`config.mk`:
```
export PLATFORM = sky130hd
export DESIGN_NAME = vending_order_ctrl
export DESIGN_NICKNAME = d
export VERILOG_FILES = /design/src/rtl/vending_order_ctrl.sv
export SDC_FILE = /design/constraint.sdc
export NUM_CORES = 1
export LEC_CHECK = 0
export ABC_CLOCK_PERIOD_IN_PS = 5600
export CORE_MARGIN = 4
export CORE_UTILIZATION = 58
export CTS_BUF_LIST = sky130_fd_sc_hd__clkbuf_8
export DETAILED_ROUTE_END_ITERATION = 10
export PLACE_DENSITY = 0.83
export SYNTH_ARGS = -nofsm -noshare
export SYNTH_HDL_FRONTEND = slang
export SYNTH_SLANG_ARGS = --single-unit
```
`constraint.sdc`:
```
create_clock -name clk -period 5.6 [get_ports clk]
set_input_delay 0.84 -clock clk [delete_from_list [all_inputs] [get_ports clk]]
set_output_delay 0.84 -clock clk [all_outputs]
set_load 0.01 [all_outputs]
```
`src/rtl/vending_order_ctrl.sv`:
```
// ---------------------------------------------------------------------------
// vending_order_ctrl
// Customer front end of the beverage machine. It takes coin pulses, keeps
// the credit, charges the drink price on confirm, and hands the drink code to
// the preparation FSM, holding it until that FSM reports finish. Any credit
// left after an order, or refunded by cancel, is paid out one unit per
// change_pulse, CHANGE_GAP cycles apart.
//
// Ports
//   clk           system clock, rising edge
//   rst           synchronous reset, active low
//   coin_1/5/10   one-cycle coin pulses worth 1, 5 and 10 units
//   sel_btn       drink code, 1..5 valid
//   confirm       one-cycle buy request for sel_btn
//   cancel        one-cycle refund request
//   finish        preparation FSM has completed the drink
//   seleccion     drink code presented to the preparation FSM
//   order_valid   order outstanding
//   credit        current credit for the display
//   change_pulse  one unit of change returned
//   coin_reject   coin returned without being credited
//   insufficient  confirm refused for lack of credit
//   busy          order or change payout in progress
//
// state  | meaning
// IDLE   | no credit, nothing in progress
// CREDIT | credit > 0, waiting for coins, confirm or cancel
// ORDER  | drink code held for the preparation FSM until finish
// CHANGE | paying out credit, one unit per change_pulse
// ---------------------------------------------------------------------------
module vending_order_ctrl #(
    parameter int W          = 8,
    parameter int CREDIT_MAX = 50,
    parameter int PRICE_1    = 10,
    parameter int PRICE_2    = 15,
    parameter int PRICE_3    = 15,
    parameter int PRICE_4    = 20,
    parameter int PRICE_5    = 5,
    parameter int CHANGE_GAP = 4
) (
    input  logic         clk,
    input  logic         rst,
    input  logic         coin_1,
    input  logic         coin_5,
    input  logic         coin_10,
    input  logic [2:0]   sel_btn,
    input  logic         confirm,
    input  logic         cancel,
    input  logic         finish,
    output logic [2:0]   seleccion,
    output logic         order_valid,
    output logic [W-1:0] credit,
    output logic         change_pulse,
    output logic         coin_reject,
    output logic         insufficient,
    output logic         busy
);

    typedef enum logic [1:0] {IDLE, CREDIT, ORDER, CHANGE} state_t;

    localparam int GW = $clog2(CHANGE_GAP + 1);
    localparam logic [GW-1:0] GAP_LOAD = GW'(CHANGE_GAP - 1);

    localparam logic [W-1:0] P1 = W'(PRICE_1);
    localparam logic [W-1:0] P2 = W'(PRICE_2);
    localparam logic [W-1:0] P3 = W'(PRICE_3);
    localparam logic [W-1:0] P4 = W'(PRICE_4);
    localparam logic [W-1:0] P5 = W'(PRICE_5);

    state_t          state;
    logic [GW-1:0]   gap_cnt;

    logic            coin_any;
    logic            coin_lose;
    logic            coin_fits;
    logic            coin_rej;
    logic [W-1:0]    coin_val;
    logic [W-1:0]    credit_acc;
    logic [W-1:0]    sel_price;
    logic            sel_valid;
    logic            can_buy;

    // Highest coin wins; lower-valued coins in the same cycle are losers.
    always_comb begin
        coin_val  = '0;
        coin_lose = 1'b0;
        if (coin_10) begin
            coin_val  = W'(10);
            coin_lose = coin_5 | coin_1;
        end else if (coin_5) begin
            coin_val  = W'(5);
            coin_lose = coin_1;
        end else if (coin_1) begin
            coin_val  = W'(1);
        end
        coin_any  = coin_1 | coin_5 | coin_10;
        coin_fits = ({1'b0, credit} + {1'b0, coin_val}) <= (W+1)'(CREDIT_MAX);
        coin_rej  = coin_lose | (coin_any & ~coin_fits);
        credit_acc = credit + (coin_fits ? coin_val : '0);
    end

    always_comb begin
        sel_valid = 1'b1;
        sel_price = '0;
        case (sel_btn)
            3'd1:    sel_price = P1;
            3'd2:    sel_price = P2;
            3'd3:    sel_price = P3;
            3'd4:    sel_price = P4;
            3'd5:    sel_price = P5;
            default: sel_valid = 1'b0;
        endcase
        // Confirm is judged on the credit before this cycle's coin lands.
        can_buy = credit >= sel_price;
    end

    always_ff @(posedge clk) begin
        if (!rst) begin
            state        <= IDLE;
            gap_cnt      <= '0;
            credit       <= '0;
            seleccion    <= '0;
            order_valid  <= 1'b0;
            change_pulse <= 1'b0;
            coin_reject  <= 1'b0;
            insufficient <= 1'b0;
            busy         <= 1'b0;
        end else begin
            change_pulse <= 1'b0;
            coin_reject  <= 1'b0;
            insufficient <= 1'b0;
            case (state)
                IDLE, CREDIT: begin
                    coin_reject <= coin_rej;
                    if (cancel && state == CREDIT) begin
                        // First change unit goes out on the entry edge.
                        change_pulse <= 1'b1;
                        credit       <= credit_acc - W'(1);
                        gap_cnt      <= GAP_LOAD;
                        if (credit_acc == W'(1)) begin
                            state <= IDLE;
                            busy  <= 1'b0;
                        end else begin
                            state <= CHANGE;
                            busy  <= 1'b1;
                        end
                    end else if (confirm && !cancel && sel_valid && can_buy) begin
                        seleccion   <= sel_btn;
                        order_valid <= 1'b1;
                        credit      <= credit_acc - sel_price;
                        state       <= ORDER;
                        busy        <= 1'b1;
                    end else begin
                        insufficient <= confirm & ~cancel & sel_valid & ~can_buy;
                        credit       <= credit_acc;
                        state        <= (credit_acc != '0) ? CREDIT : IDLE;
                        busy         <= 1'b0;
                    end
                end
                ORDER: begin
                    coin_reject <= coin_any;
                    if (finish) begin
                        seleccion   <= '0;
                        order_valid <= 1'b0;
                        if (credit != '0) begin
                            change_pulse <= 1'b1;
                            credit       <= credit - W'(1);
                            gap_cnt      <= GAP_LOAD;
                            if (credit == W'(1)) begin
                                state <= IDLE;
                                busy  <= 1'b0;
                            end else begin
                                state <= CHANGE;
                                busy  <= 1'b1;
                            end
                        end else begin
                            state <= IDLE;
                            busy  <= 1'b0;
                        end
                    end
                end
                CHANGE: begin
                    coin_reject <= coin_any;
                    if (gap_cnt == '0) begin
                        change_pulse <= 1'b1;
                        credit       <= credit - W'(1);
                        gap_cnt      <= GAP_LOAD;
                        if (credit == W'(1)) begin
                            state <= IDLE;
                            busy  <= 1'b0;
                        end
                    end else begin
                        gap_cnt <= gap_cnt - GW'(1);
                    end
                end
                default: begin
                    state <= IDLE;
                    busy  <= 1'b0;
                end
            endcase
        end
    end

endmodule

```
==> impl_metrics.csv <==
group,metric,value,unit
clocking,cts_buffers,3,
cells_and_area,stdcell_area,2810,um2
clocking,cts.htree.levels,1,
outcome,outcome,"complete, no violations",
floorplanning,dieArea,4940,um2
critical_path,crit_arrival,5550,ps
clocking,clock_latency,270,ps
power_and_ir_drop,cellPowerDensity,640,nW/um2
cells_and_area,fillers,272,
power_and_ir_drop,total_leakage_power,1.19,nW
clocking,cts_root_buf,"clkbuf_8",
placed_design,place.gp.congestion,0.946,
sta,fmax,185,MHz
cells_and_area,drive_gt1_frac,0.190,
clocking,cts_hold_buf,0,
floorplanning,rows,22,
critical_path,critical_path.max_fanout,3,
global_routing,first_global_vias,2193,
cells_and_area,final_cell_mix,"nand2_1 (25), nor2_1 (23), ha_1 (23), clkdlybuf4s50_1 (23), o21ai_0 (21)",
synth,ys_ff_latch,20,
synth,syn_nets,325,
run,cap_viol_max_count,0,
detailed_routing,avgRoutedWirePerCell,16.8,um
synth,syn_area_per_cell,7.89,um2
placed_design,pre_cts_slack,-258,ps
detailed_routing,drt_first_iter_violations,266,
placed_design,io_buffers,26,
clocking,cts.sinks,20,
critical_path,crit_type,"in2reg",
floorplanning,pin_count,27,
global_routing,grt_pass1_wl,9800,um
global_routing,grt_max_degree,25,
synth,synth_ff_type,"dfxtp_1",
sta,finalSetupViolCount,0,
cells_and_area,antenna_cells,0,
synth,yosys_warnings,0,
sta,hold_viol,0,
power_and_ir_drop,vdd_ir_drop_max,0.431,mV
global_routing,grt.total_usage,0.242,
synth,synth_edf_count,0,
floorplanning,die_y,70.3,um
placed_design,postPlaceCellArea,2620,um2
cells_and_area,layout.cells.most_common,"nand2_1",
sta,setup_slack,204,ps
clocking,cts_tree,"built",
cells_and_area,num-nets-final,368,
detailed_routing,vias,2328,
critical_path,worstPathRequired,5750,ps
synth,ys_seq_area_frac,0.178,
detailed_routing,viasPerCell,6.21,
synth,netlist.area_leader.share,0.178,
sta,fin_worst_skew,7.52,ps
clocking,clk_path_buf_depth,2,
placed_design,hpwlAfterDp,4520,um
placed_design,dp.cells,367,
synth,synthTopCellsByArea,"dfxtp_1 (18%), ha_1 (14%), o21ai_0 (5.6%)",
detailed_routing,ant_nets,0,
cells_and_area,synthToLayoutAreaGrowth,24.9,%
critical_path,worstSetupStartpointType,"primary input",
synth,postSynthCellCount,285,
sta,slew_headroom,0.421,
critical_path,cp-end-kind,"register",
floorplanning,die_w,70.3,um
clocking,cts.clk_slew.worst_paths,90,ps
sta,period_share,0.964,
detailed_routing,wirelength,6290,um
detailed_routing,drtPass1Iterations,5,
synth,synth.distinct_cells,63,
synth,netlist_area,2250,um2
floorplanning,start_util,0.605,
cells_and_area,stdcell_count,375,
global_routing,antenna_found_initial,0,
sta,maxSlewViolCount,0,
sta,tightestPinTransition,868,ps
critical_path,reg2reg_slack,520,ps
synth,synth_top_cell_by_area,"dfxtp_1",
sta,final.min_clock_period,5400,ps
detailed_routing,drc,0,
synth,synthArstFlopShare,0,
global_routing,gr-total-overflow,0,
floorplanning,coreArea,3720,um2
worst_hold_path,hold_class,"reg2reg",
-- sequential cells by signal (all words and copies together) (netlist names) --
register      count
state             1
order_valid       1
change_pulse      1
insufficient      1
credit            8
busy              1
seleccion         3
coin_reject       1
gap_cnt           3
-- cells in the mapped netlist (all sizes together), types with 2 or more instances --
library cell  count
inv              18
a211oi            7
a31oi             5
o311a             2
xnor2             7
xor2              4
nor2             30
a22oi             2
buf               5
fa                3
nand2            25
nand3             5
and3              6
a21boi            3
nor2b            10
o21a              3
nor4              3
and2              8
clkbuf            3
nor3             11
nand4b            2
dfxtp            20
nand2b            4
or3               4
a2111oi           2
a311oi            2
a21o              6
ha               26
o21ai            26
a21oi            17
-- power breakdown --
part | switching (mW) | total (mW) | internal (mW)
registers | 0.100 | 0.291 | 0.191
clock network | 0.0555 | 0.151 | 0.0955
logic | 0.724 | 1.36 | 0.632
-- final cells by class --
class | count | area, um2 | share of cell area
Inverter | 19 | 71.3 | 0.0254
Tap cell | 48 | 60.1 | 0.0214
Multi-Input combinational cell | 237 | 1780 | 0.633
Clock inverter | 1 | 30.0 | 0.0107
Sequential cell | 20 | 400 | 0.143
Timing Repair Buffer | 47 | 429 | 0.153
Clock buffer | 3 | 41.3 | 0.0147
-- through the flow --
step           utilization  TNS (ps)  hold slack (ps)  power [mW]
2_1_floorplan            -         0              423        1.13
3_3_place_gp         0.706      -204              445        1.48
3_5_place_dp         0.706      -675              451        1.51
4_1_cts              0.725         0              463        1.67
5_1_grt              0.756     -28.5              496        1.94
6_report             0.756         0              466        1.80
-- worst paths after layout --
kind                           startpoint                      end  cells after the start
hold reg to reg   gap_cnt[2]$_SDFFE_PN0P_  gap_cnt[2]$_SDFFE_PN0P_                      1
setup reg to reg   credit[0]$_SDFFE_PN0P_   credit[6]$_SDFFE_PN0P_                     24
setup / recovery                   coin_5   credit[6]$_SDFFE_PN0P_                     27
hold / removal    gap_cnt[2]$_SDFFE_PN0P_  gap_cnt[2]$_SDFFE_PN0P_                      1
-- critical path, stage by stage --
cell and delay (ps):
dlymetal6s2s_1 130, nor2_2 70, nor2_2 140, ha_2 220, inv_2 50, fa_2 380, nor2b_2 140, o21a_1 150
nor2_2 50, nor2_2 100, mux2_4 310, a211oi_2 220, and2_1 160, ha_2 180, inv_2 50, fa_2 390
nand2b_4 170, a21oi_4 230, xor2_4 190, ha_4 230, nand2_1 60, o21ai_1 80, or4_1 540, nor2_2 140
o21ai_1 80, a21oi_1 170, a21oi_1 90
-- metal layers --
layer,part of all wire,vias up,global-route usage
met4,0.023,0,0.102
li1,-,1124,-
met1,0.43,1092,0.307
met3,0.067,15,0.0360
met2,0.47,97,0.405
met5,0,-,0
-- timing repair --
item	in CTS	in global routing
resized for setup	0	29
buffers inserted	0	4
setup endpoints to repair	0	6
-- cells by family after synthesis --
| logic type | count (synthesis) | share of synthesized area |
|---|---|---|
| flip-flops | 20 | 0.178 |
| XOR/XNOR | 11 | 0.0512 |
| multiplexers | 1 | 0.00501 |
| adder cells (fa/ha/maj) | 29 | 0.171 |
| AND/OR/NAND/NOR | 110 | 0.248 |
| buffers and inverters | 28 | 0.0640 |
| AO/OA/AOI/OAI | 86 | 0.282 |
Note: power is estimated with default switching activity, not from simulation.
